[src/rtl/ddr_load_scheduler_if.sv]
// Bundles the descriptor handshake, axi_mst job registers and the reader steering
// signals of ddr_load_scheduler into one port.
interface ddr_load_scheduler_if #(
  parameter int FW   = 253,
  parameter int CU_W = 6
);
  logic            desc_valid;
  logic            desc_ready;
  logic [FW-1:0]   desc_data;
  logic            rd_start;
  logic [31:0]     rd_addr;
  logic [31:0]     rd_nburst;
  logic            rd_idle;
  logic            load_mode;
  logic [CU_W-1:0] cu_sel;
  logic            busy;
  logic            done;

  modport master (
    output desc_valid, desc_data, rd_idle,
    input  desc_ready, rd_start, rd_addr, rd_nburst, load_mode, cu_sel, busy, done
  );

  modport slave (
    input  desc_valid, desc_data, rd_idle,
    output desc_ready, rd_start, rd_addr, rd_nburst, load_mode, cu_sel, busy, done
  );
endinterface

[src/rtl/ddr_load_scheduler.sv]
// Splits one layer descriptor into weight and feature-map DDR read jobs of at most
// UNIT_BURSTS bursts and hands them to axi_mst one at a time.
module ddr_load_scheduler #(
  parameter int FW          = 253,
  parameter int N_CONV_UNIT = 64,
  parameter int UNIT_BURSTS = 2048,
  parameter int BURST_BYTES = 128
) (
  input logic                 clk,
  input logic                 rst,
  ddr_load_scheduler_if.slave bus
);
  localparam int CU_W     = (N_CONV_UNIT > 1) ? $clog2(N_CONV_UNIT) : 1;
  localparam int BB_SHIFT = $clog2(BURST_BYTES);

  localparam logic [2:0] S_IDLE     = 3'd0;
  localparam logic [2:0] S_WEI_REQ  = 3'd1;
  localparam logic [2:0] S_WEI_WAIT = 3'd2;
  localparam logic [2:0] S_FM_REQ   = 3'd3;
  localparam logic [2:0] S_FM_WAIT  = 3'd4;
  localparam logic [2:0] S_DONE     = 3'd5;

  logic [2:0]      state_q, state_d;
  logic [31:0]     wei_addr_q, wei_addr_d;
  logic [31:0]     fm_addr_q, fm_addr_d;
  logic [12:0]     wei_rem_q, wei_rem_d;
  logic [24:0]     fm_rem_q, fm_rem_d;
  logic [31:0]     rd_addr_q, rd_addr_d;
  logic [31:0]     rd_nburst_q, rd_nburst_d;
  logic [CU_W-1:0] cu_sel_q, cu_sel_d;

  logic [31:0]     desc_wei_addr, desc_fm_addr;
  logic [12:0]     desc_wei_nb;
  logic [24:0]     desc_fm_nb;
  logic [31:0]     job_bytes;
  logic [31:0]     wei_addr_nxt, fm_addr_nxt;
  logic [12:0]     wei_rem_nxt;
  logic [24:0]     fm_rem_nxt;
  logic [CU_W-1:0] cu_sel_inc;
  logic            unused_desc_bits;

  assign desc_wei_addr = bus.desc_data[31:0];
  assign desc_wei_nb   = bus.desc_data[51:39];
  assign desc_fm_addr  = bus.desc_data[95:64];
  assign desc_fm_nb    = bus.desc_data[127:103];
  assign unused_desc_bits = ^{bus.desc_data[FW-1:128], bus.desc_data[102:96],
                              bus.desc_data[63:52], bus.desc_data[38:32]};

  // Address/remaining values that take effect once the current job has drained.
  assign job_bytes    = rd_nburst_q << BB_SHIFT;
  assign wei_addr_nxt = wei_addr_q + job_bytes;
  assign fm_addr_nxt  = fm_addr_q + job_bytes;
  assign wei_rem_nxt  = wei_rem_q - rd_nburst_q[12:0];
  assign fm_rem_nxt   = fm_rem_q - rd_nburst_q[24:0];
  assign cu_sel_inc   = (cu_sel_q == CU_W'(N_CONV_UNIT - 1)) ? '0 : cu_sel_q + 1'b1;

  function automatic logic [31:0] job_len(input logic [31:0] remaining);
    if (remaining > 32'(UNIT_BURSTS)) return 32'(UNIT_BURSTS);
    return remaining;
  endfunction

  always_comb begin
    state_d     = state_q;
    wei_addr_d  = wei_addr_q;
    fm_addr_d   = fm_addr_q;
    wei_rem_d   = wei_rem_q;
    fm_rem_d    = fm_rem_q;
    rd_addr_d   = rd_addr_q;
    rd_nburst_d = rd_nburst_q;
    cu_sel_d    = cu_sel_q;
    case (state_q)
      S_IDLE: begin
        if (bus.desc_valid) begin
          wei_addr_d = desc_wei_addr;
          fm_addr_d  = desc_fm_addr;
          wei_rem_d  = desc_wei_nb;
          fm_rem_d   = desc_fm_nb;
          cu_sel_d   = '0;
          if (desc_wei_nb != '0) begin
            state_d     = S_WEI_REQ;
            rd_addr_d   = desc_wei_addr;
            rd_nburst_d = job_len({19'd0, desc_wei_nb});
          end else if (desc_fm_nb != '0) begin
            state_d     = S_FM_REQ;
            rd_addr_d   = desc_fm_addr;
            rd_nburst_d = job_len({7'd0, desc_fm_nb});
          end else begin
            state_d = S_DONE;
          end
        end
      end
      S_WEI_REQ: if (!bus.rd_idle) state_d = S_WEI_WAIT;
      S_FM_REQ:  if (!bus.rd_idle) state_d = S_FM_WAIT;
      S_WEI_WAIT: begin
        if (bus.rd_idle) begin
          wei_addr_d = wei_addr_nxt;
          wei_rem_d  = wei_rem_nxt;
          if (wei_rem_nxt != '0) begin
            state_d     = S_WEI_REQ;
            cu_sel_d    = cu_sel_inc;
            rd_addr_d   = wei_addr_nxt;
            rd_nburst_d = job_len({19'd0, wei_rem_nxt});
          end else if (fm_rem_q != '0) begin
            state_d     = S_FM_REQ;
            rd_addr_d   = fm_addr_q;
            rd_nburst_d = job_len({7'd0, fm_rem_q});
          end else begin
            state_d = S_DONE;
          end
        end
      end
      S_FM_WAIT: begin
        if (bus.rd_idle) begin
          fm_addr_d = fm_addr_nxt;
          fm_rem_d  = fm_rem_nxt;
          if (fm_rem_nxt != '0) begin
            state_d     = S_FM_REQ;
            rd_addr_d   = fm_addr_nxt;
            rd_nburst_d = job_len({7'd0, fm_rem_nxt});
          end else begin
            state_d = S_DONE;
          end
        end
      end
      S_DONE:  state_d = S_IDLE;
      default: state_d = S_IDLE;
    endcase
  end

  always_ff @(posedge clk) begin
    if (rst) begin
      state_q     <= S_IDLE;
      wei_addr_q  <= '0;
      fm_addr_q   <= '0;
      wei_rem_q   <= '0;
      fm_rem_q    <= '0;
      rd_addr_q   <= '0;
      rd_nburst_q <= '0;
      cu_sel_q    <= '0;
    end else begin
      state_q     <= state_d;
      wei_addr_q  <= wei_addr_d;
      fm_addr_q   <= fm_addr_d;
      wei_rem_q   <= wei_rem_d;
      fm_rem_q    <= fm_rem_d;
      rd_addr_q   <= rd_addr_d;
      rd_nburst_q <= rd_nburst_d;
      cu_sel_q    <= cu_sel_d;
    end
  end

  assign bus.desc_ready = (state_q == S_IDLE);
  assign bus.busy       = (state_q != S_IDLE);
  assign bus.done       = (state_q == S_DONE);
  assign bus.rd_start   = (state_q == S_WEI_REQ) || (state_q == S_FM_REQ);
  assign bus.load_mode  = (state_q == S_FM_REQ) || (state_q == S_FM_WAIT);
  assign bus.rd_addr    = rd_addr_q;
  assign bus.rd_nburst  = rd_nburst_q;
  assign bus.cu_sel     = cu_sel_q;
endmodule
[src/flat_wrapper.sv]
// flat-port wrapper written by rule: the top's interface ports become plain ports
module ddr_load_scheduler_flat 
#(
  parameter int FW          = 253,
  parameter int N_CONV_UNIT = 64,
  parameter int UNIT_BURSTS = 2048,
  parameter int BURST_BYTES = 128
)
  (clk, rst, bus_desc_valid, bus_desc_data, bus_rd_idle, bus_desc_ready, bus_rd_start, bus_rd_addr, bus_rd_nburst, bus_load_mode, bus_cu_sel, bus_busy, bus_done);
  ddr_load_scheduler_if #(.FW(FW)) bus_i ();
  input logic clk;
  input logic rst;
  input wire logic [$bits(bus_i.desc_valid)-1:0] bus_desc_valid;
  input wire logic [$bits(bus_i.desc_data)-1:0] bus_desc_data;
  input wire logic [$bits(bus_i.rd_idle)-1:0] bus_rd_idle;
  output wire logic [$bits(bus_i.desc_ready)-1:0] bus_desc_ready;
  output wire logic [$bits(bus_i.rd_start)-1:0] bus_rd_start;
  output wire logic [$bits(bus_i.rd_addr)-1:0] bus_rd_addr;
  output wire logic [$bits(bus_i.rd_nburst)-1:0] bus_rd_nburst;
  output wire logic [$bits(bus_i.load_mode)-1:0] bus_load_mode;
  output wire logic [$bits(bus_i.cu_sel)-1:0] bus_cu_sel;
  output wire logic [$bits(bus_i.busy)-1:0] bus_busy;
  output wire logic [$bits(bus_i.done)-1:0] bus_done;
  assign bus_i.desc_valid = bus_desc_valid;
  assign bus_i.desc_data = bus_desc_data;
  assign bus_i.rd_idle = bus_rd_idle;
  assign bus_desc_ready = bus_i.desc_ready;
  assign bus_rd_start = bus_i.rd_start;
  assign bus_rd_addr = bus_i.rd_addr;
  assign bus_rd_nburst = bus_i.rd_nburst;
  assign bus_load_mode = bus_i.load_mode;
  assign bus_cu_sel = bus_i.cu_sel;
  assign bus_busy = bus_i.busy;
  assign bus_done = bus_i.done;
  ddr_load_scheduler #(.FW(FW), .N_CONV_UNIT(N_CONV_UNIT), .UNIT_BURSTS(UNIT_BURSTS), .BURST_BYTES(BURST_BYTES)) u_core (.clk(clk), .rst(rst), .bus(bus_i));
endmodule
[config.mk]
export PLATFORM = sky130hd
export DESIGN_NAME = ddr_load_scheduler_flat
export DESIGN_NICKNAME = d
export VERILOG_FILES = /design/src/rtl/ddr_load_scheduler_if.sv /design/src/rtl/ddr_load_scheduler.sv /design/src/flat_wrapper.sv
export SDC_FILE = /design/constraint.sdc
export NUM_CORES = 1
export LEC_CHECK = 0
export CAP_MARGIN = 20
export CORE_ASPECT_RATIO = 1.25
export CORE_MARGIN = 2
export CORE_UTILIZATION = 41
export DETAILED_ROUTE_END_ITERATION = 10
export PLACE_DENSITY = 0.69
export SETUP_SLACK_MARGIN = 0.3
export SYNTH_ARGS = -nofsm -noshare
export SYNTH_HDL_FRONTEND = slang
export SYNTH_SLANG_ARGS = --single-unit
export TNS_END_PERCENT = 10
[constraint.sdc]
create_clock -name clk -period 4.3 [get_ports clk]
set_clock_uncertainty 0.2 [all_clocks]
set_input_delay 0.43 -clock clk [delete_from_list [all_inputs] [get_ports clk]]
set_output_delay 0.43 -clock clk [all_outputs]
set_load 0.05 [all_outputs]
==> results.md <==
- CTS tree: built
- Logic gate share of total power: 0.432
- GRT overflow: 0
- Run status: finished, final reports clean
- R2r startpoint: u_core.bus.rd_nburst[0]$_SDFFE_PP0P_
- Final setup fails: 0
- First-pass GRT wire length: roughly 73000 um
- Cell area after synthesis: roughly 13000 um^2
- CTS clock-pin slew for the worst setup and hold paths: roughly 70 ps
- Worst setup EP type: flip-flop
- Crit path largest cell delay: around 450 ps
- DRT Wirelength: roughly 47000 um
- Maxcap violations: 0
- Clock sinks: ~170
- Async set-reset flop share out of synthesis: 0
- Biggest area consumer among synthesized cells: dfxtp_1
- Most frequent CP cell: nand4_1
- Slew Limit Fails: 0
- Placer congestion estimate: between 0.9 and 1
- Die Area: about 33000 um^2
- IO buf count: 173
- Switching Share: 0.409
- # nets final: ~2200
- CTS root buf: clkbuf_16
- Hold path depth: 2
- Final Hold Vio Count: 0
- Mean area per synthesized cell: ~7.4 um^2
- Crit path launch type: flip-flop
- Required @ worst endpoint: about 4400 ps
- CP Cell Sequence: ha_1, fa_1, nor2b_1, o2111ai_1, nand4_1, a2111o_1, nand4_1, nor4_2, buf_4, mux2_2, a221o_1, a31oi_1, a211oi_1
- Rel. slew slack: 0.477
- Synth Instances: 1735
- TritonCTS Buffers: 17
- Flops & latches, synth: approximately 170
- CP arrival: 4020 ps
- Cell at the slowest stage of the critical path: fa_1
- DR WL/cell: 20.7 um
- Period minus WS final: slightly below 4000 ps
- Peak VDD IR: ~240 uV
- Final HPWL DP: approximately 35000 um
- Min-delay src: u_core.wei_addr_q[0]$_SDFFE_PP0P_
- Power per cell area: approximately 370 nW/um^2
- Starting density of the core: 0.416
- Drt first pass iters: 6
- TNS Setup: 0 ps
- Crit path max-delay family: compound AO/OA/AOI/OAI gates
- Worst-path fanout max: 7
- Clk_lat worst skew: around 450 ps
- Ys flop type: dfxtp_1
- Hold WC Path Type: reg -> reg
- Most instantiated cells after synthesis: nand2_1, a21oi_1, nor2_1, dfxtp_1, clkbuf_1
- Core Area: between 30000 and 40000 um^2
- FP Rows: 72
- Final period util: 0.907
- Drc violations: 0
- Initial antenna violation count: 2
- P&R area growth vs syn: 23.8%
- Pin count of the biggest net entering global routing: 59
- Crit path depth: 13
- Leak: 6.29 nW
- Vias per inst: slightly above 6
- # IOs: approximately 330
- Area share of the largest cell type after synthesis: 0.261
- Post-synthesis sequential area ratio: 0.261
- Pint: 3.50 mW
- Dominant cells by area after synthesis: dfxtp_1, ha_1, a21oi_1, nand2_1, nor2_1
- Clock share of power: 0.257
- Count leader, synth: nand2_1
- CP startpoint: u_core.bus.rd_nburst[0]$_SDFFE_PP0P_
- Peak Freq: ~0.26 GHz
- Die width: around 160 um
- Syn. warnings: 0
- Clock tree buffer depth: 2
- Reg power frac: 0.311
- DR iter-0 viols: roughly 980
- Share of cells above drive strength 1: 0.0875
- DRT antenna net count: 0
- H-Tree Depth: 4
- Final hold slack: between 200 and 300 ps
- Worst Path Buf+Inv: 1
- EDFF count, synth: 0
- Number of global-route vias before repair: 13400
- P_sw: between 2 and 2.5 mW
- Vias: 14100
- Synth cell types: 77
- Slew of the pin with the lowest slew margin: 778 ps
- Worst R2R Path Depth: 13
- RSZ-0062 raised after global routing: true
- Die Y: just over 200 um
- Total Routing Usage GR: 0.283
- CP Class: reg -> reg
-- power groups by stage --
| stage | registers, mW | clock network [mW] | logic, mW |
|---|---|---|---|
| floorplan | 2.00 | 0 | 1.52 |
| global placement | 1.87 | 0 | 2.38 |
| detailed placement | 1.87 | 0 | 2.40 |
| CTS | 1.84 | 1.54 | 2.42 |
| global route | 1.86 | 1.61 | 2.77 |
| finish | 1.84 | 1.52 | 2.56 |
-- layout make-up --
| cell class | instances | area (um^2) |
|---|---|---|
| Sequential cell | 168 | 3370 |
| Clock buffer | 18 | 439 |
| Fill cell | 3074 | 15000 |
| Antenna cell | 2 | 5.00 |
| Clock inverter | 13 | 121 |
| Timing Repair Buffer | 230 | 2250 |
| Tap cell | 407 | 509 |
| Inverter | 57 | 214 |
| Multi-Input combinational cell | 1400 | 9060 |
-- repair_timing --
| item | CTS | global route |
|---|---|---|
| pin swaps | 0 | 10 |
| resized for setup | 5 | 41 |
| hold buffers | 0 | 0 |
| hold endpoints to repair | 0 | 0 |
| setup buffers | 0 | 6 |
| endpoints found under the setup margin | 5 | 64 |
| gates cloned | 0 | 1 |
-- layer usage --
metal	up-vias	GRT usage	wire length, um
met2	652	0.474	22600
met5	-	0	0
met4	0	0.121	1600
met3	95	0.0341	3420
met1	6631	0.365	19800
li1	6720	-	-
-- logic make-up after synthesis --
kind of cell | after synthesis | share of synthesized area
simple gates | 616 | 0.216
compound gates | 591 | 0.312
buf+inv | 173 | 0.0536
flops | 168 | 0.261
fa+ha+maj | 89 | 0.0887
xor+xnor | 73 | 0.0496
mux | 24 | 0.0191
other cells | 1 | 0.000291
-- registers in the layout (all words and copies together) (netlist names) --
name / cells
u_core.bus.rd_addr: 32
u_core.fm_addr_q: 32
u_core.wei_addr_q: 32
u_core.bus.rd_nburst: 25
u_core.fm_rem_q: 25
u_core.wei_rem_q: 13
u_core.bus.cu_sel: 6
u_core.state_q: 3
-- final timing paths --
path | end | slack [ps]
max | u_core.bus.rd_nburst[6]$_SDFFE_PP0P_ | 400
min | u_core.wei_addr_q[0]$_SDFFE_PP0P_ | 260
max reg2reg | u_core.bus.rd_nburst[6]$_SDFFE_PP0P_ | 400
min reg2reg | u_core.wei_addr_q[0]$_SDFFE_PP0P_ | 260
-- placed cells by master (no fill, tap or decap), types with 32 or more instances in the layout --
master	n
a211oi_1	79
a21oi_1	178
a311oi_1	50
buf_4	50
clkdlybuf4s50_1	172
dfxtp_1	162
ha_1	83
inv_1	57
nand2_1	230
nand3_1	32
nor2_1	168
nor3_1	59
o21ai_0	73
xnor2_1	45
-- worst reg2reg max path: cells and delay by family (launching register included) --
family	cells	cell delay (ps)
AND/OR/NAND/NOR	4	910
flip-flops	1	380
multiplexers	1	420
buffers and inverters	1	200
adder cells (fa/ha/maj)	2	700
AO/OA/AOI/OAI	5	960
-- stage by stage --
| stage | worst slack [ps] | cells | area [um^2] | utilization | total power [mW] |
|---|---|---|---|---|---|
| finish | 398 | 2295 | 16000 | 0.515 | 5.92 |
| global route | 208 | 2295 | 16000 | 0.515 | 6.24 |
| CTS | 279 | 2286 | 15800 | 0.508 | 5.79 |
| detailed placement | 89.0 | 2255 | 15200 | 0.490 | 4.27 |
| global placement | 113 | 2255 | 15200 | 0.490 | 4.25 |
| floorplan | 450 | 1741 | 12900 | - | 3.52 |
No activity file was read; power rests on OpenSTA's default activity.
